### config.mk
export PLATFORM = sky130hd
export DESIGN_NAME = load_tid_buffer
export DESIGN_NICKNAME = d
export VERILOG_FILES = /design/src/rtl/load_tid_buffer.sv
export SDC_FILE = /design/constraint.sdc
export NUM_CORES = 1
export LEC_CHECK = 0
export BUFFER_PORTS_ARGS = -buffer_cell sky130_fd_sc_hd__buf_2
export CAP_MARGIN = 0
export CELL_PAD_IN_SITES_DETAIL_PLACEMENT = 1
export CELL_PAD_IN_SITES_GLOBAL_PLACEMENT = 1
export CORE_ASPECT_RATIO = 0.6
export CORE_MARGIN = 5
export CORE_UTILIZATION = 39
export DETAILED_ROUTE_END_ITERATION = 16
export PLACE_DENSITY_LB_ADDON = 0.1
export RECOVER_POWER = 50
export SKIP_LAST_GASP = 1
export SLEW_MARGIN = 20
export SYNTH_ARGS = -nofsm -noshare
export SYNTH_HDL_FRONTEND = slang
export SYNTH_SLANG_ARGS = --single-unit
export TNS_END_PERCENT = 100
### constraint.sdc
create_clock -name clk_i -period 2.08 [get_ports clk_i]
set_clock_uncertainty 0.1 [all_clocks]
set_input_delay 0.104 -clock clk_i [delete_from_list [all_inputs] [get_ports clk_i]]
set_output_delay 0.104 -clock clk_i [all_outputs]
set_load 0.03 [all_outputs]
### src/rtl/load_tid_buffer.sv
// load_tid_buffer
//   Tracks loads that are outstanding between the load unit and the dcache
//   request port. Every accepted load is given a buffer tag. The tag travels
//   with the dcache request and comes back with the response, and a lookup by
//   tag then recovers the scoreboard trans_id, byte offset and load op. If a
//   pipeline flush happens while entries are in flight, those entries are held
//   (KILLED) until the cache responds, and that response is dropped.
//
// Optional feature macro: LOAD_TID_BUFFER_BYPASS_EN
//   When defined, a response that frees slot k lets a new allocation proceed
//   in the same cycle, even when the buffer is full. In that case the grant
//   falls back to slot k.
//
// Ports
//   clk_i, rst_ni       clock, synchronous active-low reset
//   alloc_valid_i/_ready_o, alloc_trans_id_i/_offset_i/_op_i, alloc_tag_o
//                       slot allocation handshake and the granted tag
//   kill_last_i         the dcache refused last cycle's request; free that slot
//   flush_i             pipeline flush; live slots become KILLED
//   rsp_valid_i, rsp_tag_i
//                       dcache response
//   rsp_hit_o, rsp_err_o, rsp_trans_id_o/_offset_o/_op_o
//                       combinational lookup of the response tag
//   count_o, empty_o    registered occupancy
module load_tid_buffer #(
  parameter  int unsigned NR_ENTRIES = 2,
  parameter  int unsigned TRANS_ID_W = 3,
  parameter  int unsigned OFFSET_W   = 3,
  parameter  int unsigned OP_W       = 4,
  localparam int unsigned TAG_W      = (NR_ENTRIES > 1) ? $clog2(NR_ENTRIES) : 1,
  localparam int unsigned CNT_W      = $clog2(NR_ENTRIES + 1)
) (
  input  logic                  clk_i,
  input  logic                  rst_ni,
  input  logic                  alloc_valid_i,
  output logic                  alloc_ready_o,
  input  logic [TRANS_ID_W-1:0] alloc_trans_id_i,
  input  logic [OFFSET_W-1:0]   alloc_offset_i,
  input  logic [OP_W-1:0]       alloc_op_i,
  output logic [TAG_W-1:0]      alloc_tag_o,
  input  logic                  kill_last_i,
  input  logic                  flush_i,
  input  logic                  rsp_valid_i,
  input  logic [TAG_W-1:0]      rsp_tag_i,
  output logic                  rsp_hit_o,
  output logic                  rsp_err_o,
  output logic [TRANS_ID_W-1:0] rsp_trans_id_o,
  output logic [OFFSET_W-1:0]   rsp_offset_o,
  output logic [OP_W-1:0]       rsp_op_o,
  output logic [CNT_W-1:0]      count_o,
  output logic                  empty_o
);

  typedef enum logic [1:0] {
    S_FREE    = 2'd0,
    S_PENDING = 2'd1,
    S_KILLED  = 2'd2
  } slot_e;

  slot_e                 state_q [NR_ENTRIES];
  slot_e                 state_d [NR_ENTRIES];
  logic [TRANS_ID_W-1:0] tid_q   [NR_ENTRIES];
  logic [OFFSET_W-1:0]   off_q   [NR_ENTRIES];
  logic [OP_W-1:0]       op_q    [NR_ENTRIES];

  logic                  last_vld_q, last_vld_d;
  logic [TAG_W-1:0]      last_tag_q, last_tag_d;
  logic [CNT_W-1:0]      count_q, count_d;

  logic                  rsp_in_rng;
  slot_e                 rsp_state;
  logic                  rsp_live;
  logic                  free_found;
  logic [TAG_W-1:0]      grant_tag;
  logic                  handshake;
  logic                  kill_en;

  // Response lookup. A tag outside the array reads as a FREE slot.
  assign rsp_in_rng = (32'(rsp_tag_i) < NR_ENTRIES);

  always_comb begin
    rsp_state      = S_FREE;
    rsp_trans_id_o = '0;
    rsp_offset_o   = '0;
    rsp_op_o       = '0;
    if (rsp_in_rng) begin
      rsp_state      = state_q[rsp_tag_i];
      rsp_trans_id_o = tid_q[rsp_tag_i];
      rsp_offset_o   = off_q[rsp_tag_i];
      rsp_op_o       = op_q[rsp_tag_i];
    end
  end

  assign rsp_live  = rsp_valid_i && (rsp_state != S_FREE);
  assign rsp_hit_o = rsp_valid_i && (rsp_state == S_PENDING);
  assign rsp_err_o = rsp_valid_i && (rsp_state == S_FREE);

  // Grant selection: the lowest FREE slot in the registered state.
  always_comb begin
    free_found = 1'b0;
    grant_tag  = '0;
    for (int unsigned i = 0; i < NR_ENTRIES; i++) begin
      if (!free_found && state_q[i] == S_FREE) begin
        free_found = 1'b1;
        grant_tag  = TAG_W'(i);
      end
    end
`ifdef LOAD_TID_BUFFER_BYPASS_EN
    // The slot being freed by this cycle's response can be reused at once.
    if (!free_found && rsp_live) begin
      grant_tag = rsp_tag_i;
    end
`endif
  end

`ifdef LOAD_TID_BUFFER_BYPASS_EN
  assign alloc_ready_o = free_found || rsp_live;
`else
  assign alloc_ready_o = free_found;
`endif

  assign alloc_tag_o = grant_tag;
  assign handshake   = alloc_valid_i && alloc_ready_o;
  assign kill_en     = kill_last_i && last_vld_q;

  // Updates are applied in priority order: flush marking, then the response
  // free, then the kill free, and finally the allocation. Because the
  // allocation is applied last, it wins when a bypass reuses the same slot,
  // and the kill overrides the flush marking on the refused slot.
  always_comb begin
    for (int unsigned i = 0; i < NR_ENTRIES; i++) begin
      state_d[i] = state_q[i];
      if (flush_i && state_q[i] == S_PENDING) begin
        state_d[i] = S_KILLED;
      end
    end
    if (rsp_live) begin
      state_d[rsp_tag_i] = S_FREE;
    end
    if (kill_en && state_q[last_tag_q] != S_FREE) begin
      state_d[last_tag_q] = S_FREE;
    end
    if (handshake) begin
      state_d[grant_tag] = flush_i ? S_KILLED : S_PENDING;
    end

    count_d = '0;
    for (int unsigned i = 0; i < NR_ENTRIES; i++) begin
      if (state_d[i] != S_FREE) begin
        count_d = count_d + CNT_W'(1);
      end
    end

    last_vld_d = handshake;
    last_tag_d = grant_tag;
  end

  always_ff @(posedge clk_i) begin
    if (!rst_ni) begin
      for (int unsigned i = 0; i < NR_ENTRIES; i++) begin
        state_q[i] <= S_FREE;
      end
      last_vld_q <= 1'b0;
      last_tag_q <= '0;
      count_q    <= '0;
    end else begin
      for (int unsigned i = 0; i < NR_ENTRIES; i++) begin
        state_q[i] <= state_d[i];
      end
      last_vld_q <= last_vld_d;
      last_tag_q <= last_tag_d;
      count_q    <= count_d;
    end
  end

  // The payload is written only on allocation and is never reset.
  always_ff @(posedge clk_i) begin
    if (handshake) begin
      tid_q[grant_tag] <= alloc_trans_id_i;
      off_q[grant_tag] <= alloc_offset_i;
      op_q[grant_tag]  <= alloc_op_i;
    end
  end

  assign count_o = count_q;
  assign empty_o = (count_q == '0);

endmodule

Word-level counts from Yosys, hierarchy flattened
Memories as Yosys holds them, arrays and structs flattened. A register that Yosys moved wholly into a read port is not among the register bits. Index checks and enable logic that the tools add are counted.

Add/subtract/negate cells: 1. Order comparisons: 6. Equal/unequal tests: 3. Mux-type cells: 25. Bitwise operators: 9. Reduce and logical (&&, ||, !) cells: 21.

Operators with widths (number): $mux W2 (9); $logic_and A1 B1 Y1 (12); $mux W4 (3); $mux W1 (9); $and A4 B4 Y4 (2); $logic_not A2 Y1 (4); $not A4 Y4 (2); $reduce_bool A2 Y1 (4); $demux W2 S1 (3); $eq A2 B1 Y1 const B (3); $ge A2 B2 Y1 const B (3); $lt A2 B1 Y1 const B (3); $not A1 Y2 (3); $bwmux W4 (1); $add A2 B1 Y2 const B (1); $or A1 B1 Y1 (2); $logic_not A1 Y1 (1).

Bits in registers: 4. Memory bits (writable): 24. Input bits: 17. Output and inout port bits: 17. Word-level logic and storage cells: 72. Memories: 4.

Memory list: op_q (depth 2, width 4, read ports 1, clocked after memory_dff 0, wr ports 1, line 64) `logic [OP_W-1:0] op_q [NR_ENTRIES];`; off_q (depth 2, width 3, read ports 1, clocked after memory_dff 0, wr ports 1, line 63) `logic [OFFSET_W-1:0] off_q [NR_ENTRIES];`; tid_q (depth 2, width 3, read ports 1, clocked after memory_dff 0, wr ports 1, line 62) `logic [TRANS_ID_W-1:0] tid_q [NR_ENTRIES];`; state_q (depth 2, width 2, read ports 4, clocked after memory_dff 1, wr ports 2, line 60) `slot_e state_q [NR_ENTRIES];`.

Depth between registers and ports, before layout
Gate-level depths: netlist of run 1. An unclocked memory read counts as a cell.

Word-level depth: 17. Depth in mapped cells: 5. Depth with buffers taken out: 4.

Least setup slack after synthesis of run 1
No wires, ideal clock.

Path kind: reg-to-reg. From: memory state_q[0][0] (netlist name). To: register count_q[0], in the netlist count_o[0]. Library setup time: 0.070 ns. Arrival time: 1.284 ns. Data required time: 1.910 ns. Slack: 0.626 ns. Stages on the path, launching flop included: 6. Path buffers: 1. Clock period less this slack: 1.454 ns. Cell sequence: dfxtp_1 or2_4 and3_1 buf_2 a211o_1 a21boi_1.

RTL lines: from (decl) (line 60); to (signal assigned) (line 172) `count_q <= count_d;`; to (decl) (line 68) `logic [CNT_W-1:0] count_q, count_d;`.

==> results of run 1 <==
==> sequential cells by signal (all words and copies together), names as in the netlist, named ones only <==
| register | cells |
|---|---|
| tid_q | 6 |
| op_q | 8 |
| state_q | 4 |
| off_q | 6 |
| count_o | 2 |
| last_tag_q | 1 |
| last_vld_q | 1 |
==> final cells by class <==
type,count,area (µm²)
clock buffer,8,80.1
fill,328,1340
inverter,3,11.3
multi-input combinational,57,400
sequential,29,781
tap,42,52.6
timing repair buffer,43,246
==> cells in the mapped netlist (2+ instances only) <==
| library cell | count | area share (%) |
|---|---|---|
| edfxtp_1 | 20 | 50 |
| mux2_2 | 10 | 9.3 |
| dfxtp_1 | 9 | 15 |
| nand2_1 | 8 | 2.5 |
| nor2_1 | 5 | 1.6 |
| and3_1 | 4 | 2.1 |
| a21oi_1 | 3 | 1.2 |
| and2_1 | 3 | 1.6 |
| inv_1 | 3 | 0.93 |
| nand3_1 | 3 | 1.2 |
| a31o_1 | 2 | 1.5 |
| buf_2 | 2 | 0.83 |
| o21ai_0 | 2 | 0.83 |
==> power by group through the flow <==
stage | Sequential (mW) | Clock (mW) | Combinational [mW]
after floorplan | 0.696 | 0 | 0.151
after global placement | 0.693 | 0 | 0.227
after detailed placement | 0.696 | 0 | 0.231
after CTS | 0.684 | 0.441 | 0.246
after global routing | 0.690 | 0.472 | 0.258
final | 0.684 | 0.427 | 0.238
==> cells in the final DEF (no fill, tap or decap), types with 2 or more instances in the layout <==
master         Yosys  final
edfxtp_1          20     20
clkbuf_1           1     18
buf_2              2     17
mux2_2            10     10
dlygate4sd3_1      0     10
dfxtp_1            9      9
nand2_1            8      8
nor2_1             5      5
clkbuf_8           0      5
and3_1             4      4
inv_1              3      3
a21oi_1            3      3
and2_1             3      3
nand3_1            3      3
o21ai_0            2      2
a31o_1             2      2
==> per-layer routing <==
layer  routed length (µm)  share of wire, %
met1                 1390                48
met2                 1370                47
met3                  158               5.4
met4                    0                 0
met5                    0                 0
==> critical path, delay by kind of cell, from the launching register on <==
family | cells | cell delay [ns]
DFF | 1 | 0.37
and+or+nand+nor | 2 | 0.86
AOI/OAI and AO/OA | 2 | 0.32
==> metrics by stage <==
stage,std cells,setup slack (ns)
after floorplan,92,0.626
after global placement,164,0.460
after CTS,182,0.343
final,182,0.361
after global routing,182,0.233
after detailed placement,164,0.355
==> cells by family after synthesis <==
logic type | after synthesis | share of synthesized area, %
multiplexers | 10 | 9.34
flip-flops | 29 | 64.7
AO/OA/AOI/OAI | 18 | 11.2
buffers and inverters | 6 | 2.07
AND/OR/NAND/NOR | 29 | 12.7
==> path summary, 6_finish.rpt <==
path,start,endpoint,slack [ns]
max reg2reg,state_q[1][0],count_o[0],0.36
max,state_q[1][0],count_o[0],0.36
min reg2reg,state_q[0][1],state_q[0][1],0.60
min,alloc_valid_i,last_vld_q,0.004
==> what timing repair did <==
item / 4_1_cts / 5_1_grt
hold endpoints to repair: 20 / 0
endpoints found under the setup margin: 0 / 0
hold buffers: 10 / 0
==> impl_metrics.env, run 1 <==
export IMPL_design_area_um2=1570
export IMPL_clkTransAtPathRegs_ns=0.06
export IMPL_met1_usage_pct=20.1
export IMPL_p_int_uw=985
export IMPL_insertion_delay_ns=0.27
export IMPL_htree_levels=2
export IMPL_tightest_slew_ns=0.666
export IMPL_dp_hpwl_um=2060
export IMPL_clkPwrFrac_pct=31.7
export IMPL_grt_pass1_wl_um=4800
export IMPL_cts_tree="done"
export IMPL_netlist_instances=92
export IMPL_total_power_mw=1.35
export IMPL_antenna_found_initial=0
export IMPL_grt_max_degree=17
export IMPL_vias=903
export IMPL_clk_path_buf_depth=2
export IMPL_outcome="finished clean"
export IMPL_use_met3_pct=5.44
export IMPL_dr_pass1_iters=4
export IMPL_slowest_delay_ns=0.63
export IMPL_port_buffers=33
export IMPL_yosysWarnings=0
export IMPL_layout_min_cycle_time_ns=1.72
export IMPL_syn_nets=109
export IMPL_detail_route_antenna_nets=0
export IMPL_whs_path_depth=2
export IMPL_routed_wl_um=2920
export IMPL_num_rows=15
export IMPL_grt_pass1_vias=949
export IMPL_ys_flop_type="edfxtp_1"
export IMPL_track_usage_pct=15.9
export IMPL_gp_congestion=0.809
export IMPL_post_dp_cell_area_um2=1410
export IMPL_maxSlewViolCount=0
export IMPL_finalSetupTns_ns=0
export IMPL_avgSynthCellArea_um2=13.1
export IMPL_gr_max_usage_layer="met2"
export IMPL_cp_end_kind="flop"
export IMPL_yosysUniqueCellTypes=31
export IMPL_p_comb_share_pct=17.6
export IMPL_max_slew_margin_rel_pct=55.6
export IMPL_grt_setup_unrepaired="false"
export IMPL_drive_gt1_share_pct=25.7
export IMPL_p_switching_uw=364
export IMPL_num_antenna_cells=0
export IMPL_hp_class="input port to flop"
export IMPL_p_sw_share_pct=27.0
export IMPL_syn_area_um2=1210
export IMPL_synthArstFlopShare_pct=0
export IMPL_drc=0
export IMPL_die_w_um=81.8
export IMPL_seqPwrFrac_pct=50.7
export IMPL_synth_edf_count=20
export IMPL_post_cts_resized=0
export IMPL_worstSetupPathType="flop to flop"
export IMPL_startpoint_type="flop"
export IMPL_hold_slack_ns=0.00361
export IMPL_setup_viol=0
export IMPL_cp_arrival_ns=1.82
export IMPL_via_per_inst=4.96
export IMPL_period_share_pct=82.7
export IMPL_ys_ff_latch=29
export IMPL_cp_slowest_cell="and3_1"
export IMPL_fmax_ghz=0.582
export IMPL_numCtsBuffers=5
export IMPL_overflow=0
export IMPL_die_area_um2=4340
export IMPL_ir_drop_v=0.000472
export IMPL_die_h_um=53.1
export IMPL_met2_usage_pct=24.9
export IMPL_p_leak_nw=0.606
export IMPL_yosysSeqAreaShare_pct=64.7
export IMPL_path_cells="nor2_1, and3_1, o211ai_1, a21boi_1"
export IMPL_critPathRequiredTime_ns=2.19
export IMPL_coreArea_um2=2910
export IMPL_wl_per_cell_um=16.0
export IMPL_reg2reg_depth=4
export IMPL_drtIter0Drc=64
export IMPL_clock_root_buffer="clkbuf_8"
export IMPL_cap_violations=0
export IMPL_syn_to_final_growth_pct=30.3
export IMPL_nets=156
export IMPL_hold_viol=0
export IMPL_cts_setup_buffers=0
export IMPL_final_util_pct=54.0
export IMPL_pwr_density_cell_nw_per_um2=858
export IMPL_start_util_pct=41.5
export IMPL_cts_sinks=29
export IMPL_ios=34
export IMPL_worstPathMaxFanout=15
No activity file was read; power rests on OpenSTA's default activity.
==> run 2: changes to the inputs <==
--- a/config.mk
+++ b/config.mk
@@ -11,7 +11,7 @@
 export CELL_PAD_IN_SITES_GLOBAL_PLACEMENT = 1
 export CORE_ASPECT_RATIO = 0.6
 export CORE_MARGIN = 5
-export CORE_UTILIZATION = 39
+export CORE_UTILIZATION = 36
 export DETAILED_ROUTE_END_ITERATION = 16
 export PLACE_DENSITY_LB_ADDON = 0.1
 export RECOVER_POWER = 50
==> constraint.sdc (replaced) <==
create_clock -name clk_i -period 1.5 [get_ports clk_i]
set_clock_uncertainty 0.1 [all_clocks]
set_input_delay 0.075 -clock clk_i [delete_from_list [all_inputs] [get_ports clk_i]]
set_output_delay 0.075 -clock clk_i [all_outputs]
set_load 0.03 [all_outputs]
==> run 2 against run 1 <==
Net effect: maximum frequency is 16% higher; worst setup slack got worse by 0.35 ns; final area grew 13%; largest power group unchanged; sequential cell count stayed put; combinational power rose by 74%.
==> impl_metrics.env, run 2 (synthesis results as in run 1) <==
export IMPL_vias=956
export IMPL_track_usage_pct=13.6
export IMPL_max_slew_margin_rel_pct=74.8
export IMPL_worstSetupPathType="flop to flop"
export IMPL_hp_start="flush_i"
export IMPL_outcome="finished clean"
export IMPL_whs_path_depth=2
export IMPL_p_switching_uw=537
export IMPL_cts_tree="done"
export IMPL_dp_slack_ns=-0.0569
export IMPL_p_int_mw=1.46
export IMPL_syn_to_final_growth_pct=46.7
export IMPL_reg2reg_depth=4
export IMPL_drc=0
export IMPL_num_rows=16
export IMPL_tightest_slew_ns=0.380
export IMPL_grt_pass1_wl_um=4660
export IMPL_whs_endpoint="state_q[0][1]"
export IMPL_cp_end_kind="flop"
export IMPL_stdcell_count=199
export IMPL_wl_per_cell_um=15.1
export IMPL_grt_max_degree=14
export IMPL_maxSlewViolCount=0
export IMPL_nFillCells=361
export IMPL_routed_wl_um=3000
export IMPL_clock_root_buffer="clkbuf_8"
export IMPL_place_inst=176
export IMPL_numCtsBuffers=5
export IMPL_grt_setup_unrepaired="true"
export IMPL_critPathRequiredTime_ns=1.60
export IMPL_period_share_pct=99.2
export IMPL_layout_common_cells="buf_2 (21), edfxtp_1 (20), buf_4 (15)"
export IMPL_layout_min_cycle_time_ns=1.49
export IMPL_nets=170
export IMPL_grt_pass1_vias=940
export IMPL_die_area_um2=4650
export IMPL_seqPwrFrac_pct=47.4
export IMPL_drtIter0Drc=38
export IMPL_pwr_density_cell_nw_per_um2=1130
export IMPL_setup_slack_ns=0.0117
export IMPL_clk_path_buf_depth=2
export IMPL_timing_rr_end="count_o[0]"
export IMPL_total_power_mw=2.00
export IMPL_fmax_ghz=0.672
export IMPL_num_antenna_cells=0
export IMPL_detail_route_antenna_nets=0
export IMPL_p_leak_nw=0.721
export IMPL_cap_violations=0
export IMPL_regMostFlops="op_q"
export IMPL_htree_levels=2
export IMPL_clkPwrFrac_pct=31.9
export IMPL_hold_viol=0
export IMPL_worstPathMaxFanout=4
export IMPL_biggestRegsByFlops="op_q x8, off_q x6, tid_q x6"
export IMPL_die_h_um=54.8
export IMPL_coreArea_um2=3240
export IMPL_die_w_um=84.7
export IMPL_regToRegSetupSlack_ns=0.01
export IMPL_hp_class="input port to flop"
export IMPL_insertion_delay_ns=0.27
export IMPL_cp_arrival_ns=1.59
export IMPL_via_per_inst=4.80
export IMPL_cts_sinks=29
export IMPL_startpoint_type="flop"
export IMPL_layout_commonest_cell="buf_2"
export IMPL_largest_reg_flops=8
export IMPL_dp_hpwl_um=2130
export IMPL_port_buffers=33
export IMPL_ir_drop_v=0.000559
export IMPL_gp_congestion=0.821
export IMPL_clkTransAtPathRegs_ns=0.06
export IMPL_dr_pass1_iters=4
export IMPL_antenna_found_initial=0
export IMPL_setup_viol=0
export IMPL_start_util_pct=37.2
export IMPL_ios=34
export IMPL_overflow=0
export IMPL_drive_gt1_share_pct=44.2
export IMPL_p_comb_share_pct=20.7
export IMPL_p_sw_share_pct=26.9
-- run 2: final cells by class --
class,instances,area (µm²),area share (%)
Inverter,3,11.3,0.636
Clock inverter,2,8.76,0.495
Multi-Input combinational cell,57,432,24.4
Tap cell,45,56.3,3.18
Clock buffer,6,82.6,4.67
Timing Repair Buffer,57,389,22.0
Sequential cell,29,790,44.6
-- run 2: worst max-delay path by stage --
| stage | start | endpoint | slack (ns) | cells after the start |
|---|---|---|---|---|
| 6_report | flop | count_o[0] | 0.01 | 4 |
| 5_1_grt | state_q[0][1] | rsp_err_o | -0.06 | 5 |
| 4_1_cts | state_q[0][1] | rsp_err_o | 0.005 | 5 |
| 3_5_place_dp | state_q[1][1] | state_q[0][0] | -0.06 | 5 |
| 3_3_place_gp | state_q[1][0] | count_o[0] | 0.005 | 4 |
| 2_1_floorplan | state_q[0][0] | count_o[0] | 0.05 | 5 |
-- run 2: power groups by stage --
stage / clock network [mW] / registers (mW) / logic [mW]
2_1_floorplan: 0 / 0.966 / 0.209
3_3_place_gp: 0 / 0.959 / 0.358
3_5_place_dp: 0 / 0.962 / 0.361
4_1_cts: 0.662 / 0.946 / 0.406
5_1_grt: 0.708 / 0.952 / 0.442
6_report: 0.637 / 0.948 / 0.413
-- run 2: metal layers --
layer,routed length [µm],track usage (%)
met4,0,2.37
met2,1420,24.3
met1,1420,16.3
met3,160,5.11
met5,0,0
-- run 2: what timing repair did --
action,4_1_cts,5_1_grt
hold buffers,11,0
pin swaps,3,2
setup buffers,4,1
hold endpoints to repair,21,0
gates resized for setup,11,8
cloned,0,0
endpoints found under the setup margin,5,18
-- run 2: worst max-delay path: stages (launching register included) --
cell,delay (ns)
dfxtp_1,0.33
nor3b_4,0.17
o311a_1,0.40
a211o_1,0.28
a21boi_1,0.14
-- run 2: metrics by stage --
stage          TNS [ns]  area (µm²)  utilization (%)  hold slack, ns
2_1_floorplan         0        1210                -          0.0739
3_3_place_gp          0        1490             46.1           0.163
3_5_place_dp     -0.108        1490             46.1           0.167
4_1_cts               0        1750             54.1          0.0114
5_1_grt          -0.148        1770             54.6          0.0208
6_report              0        1770             54.6          0.0266
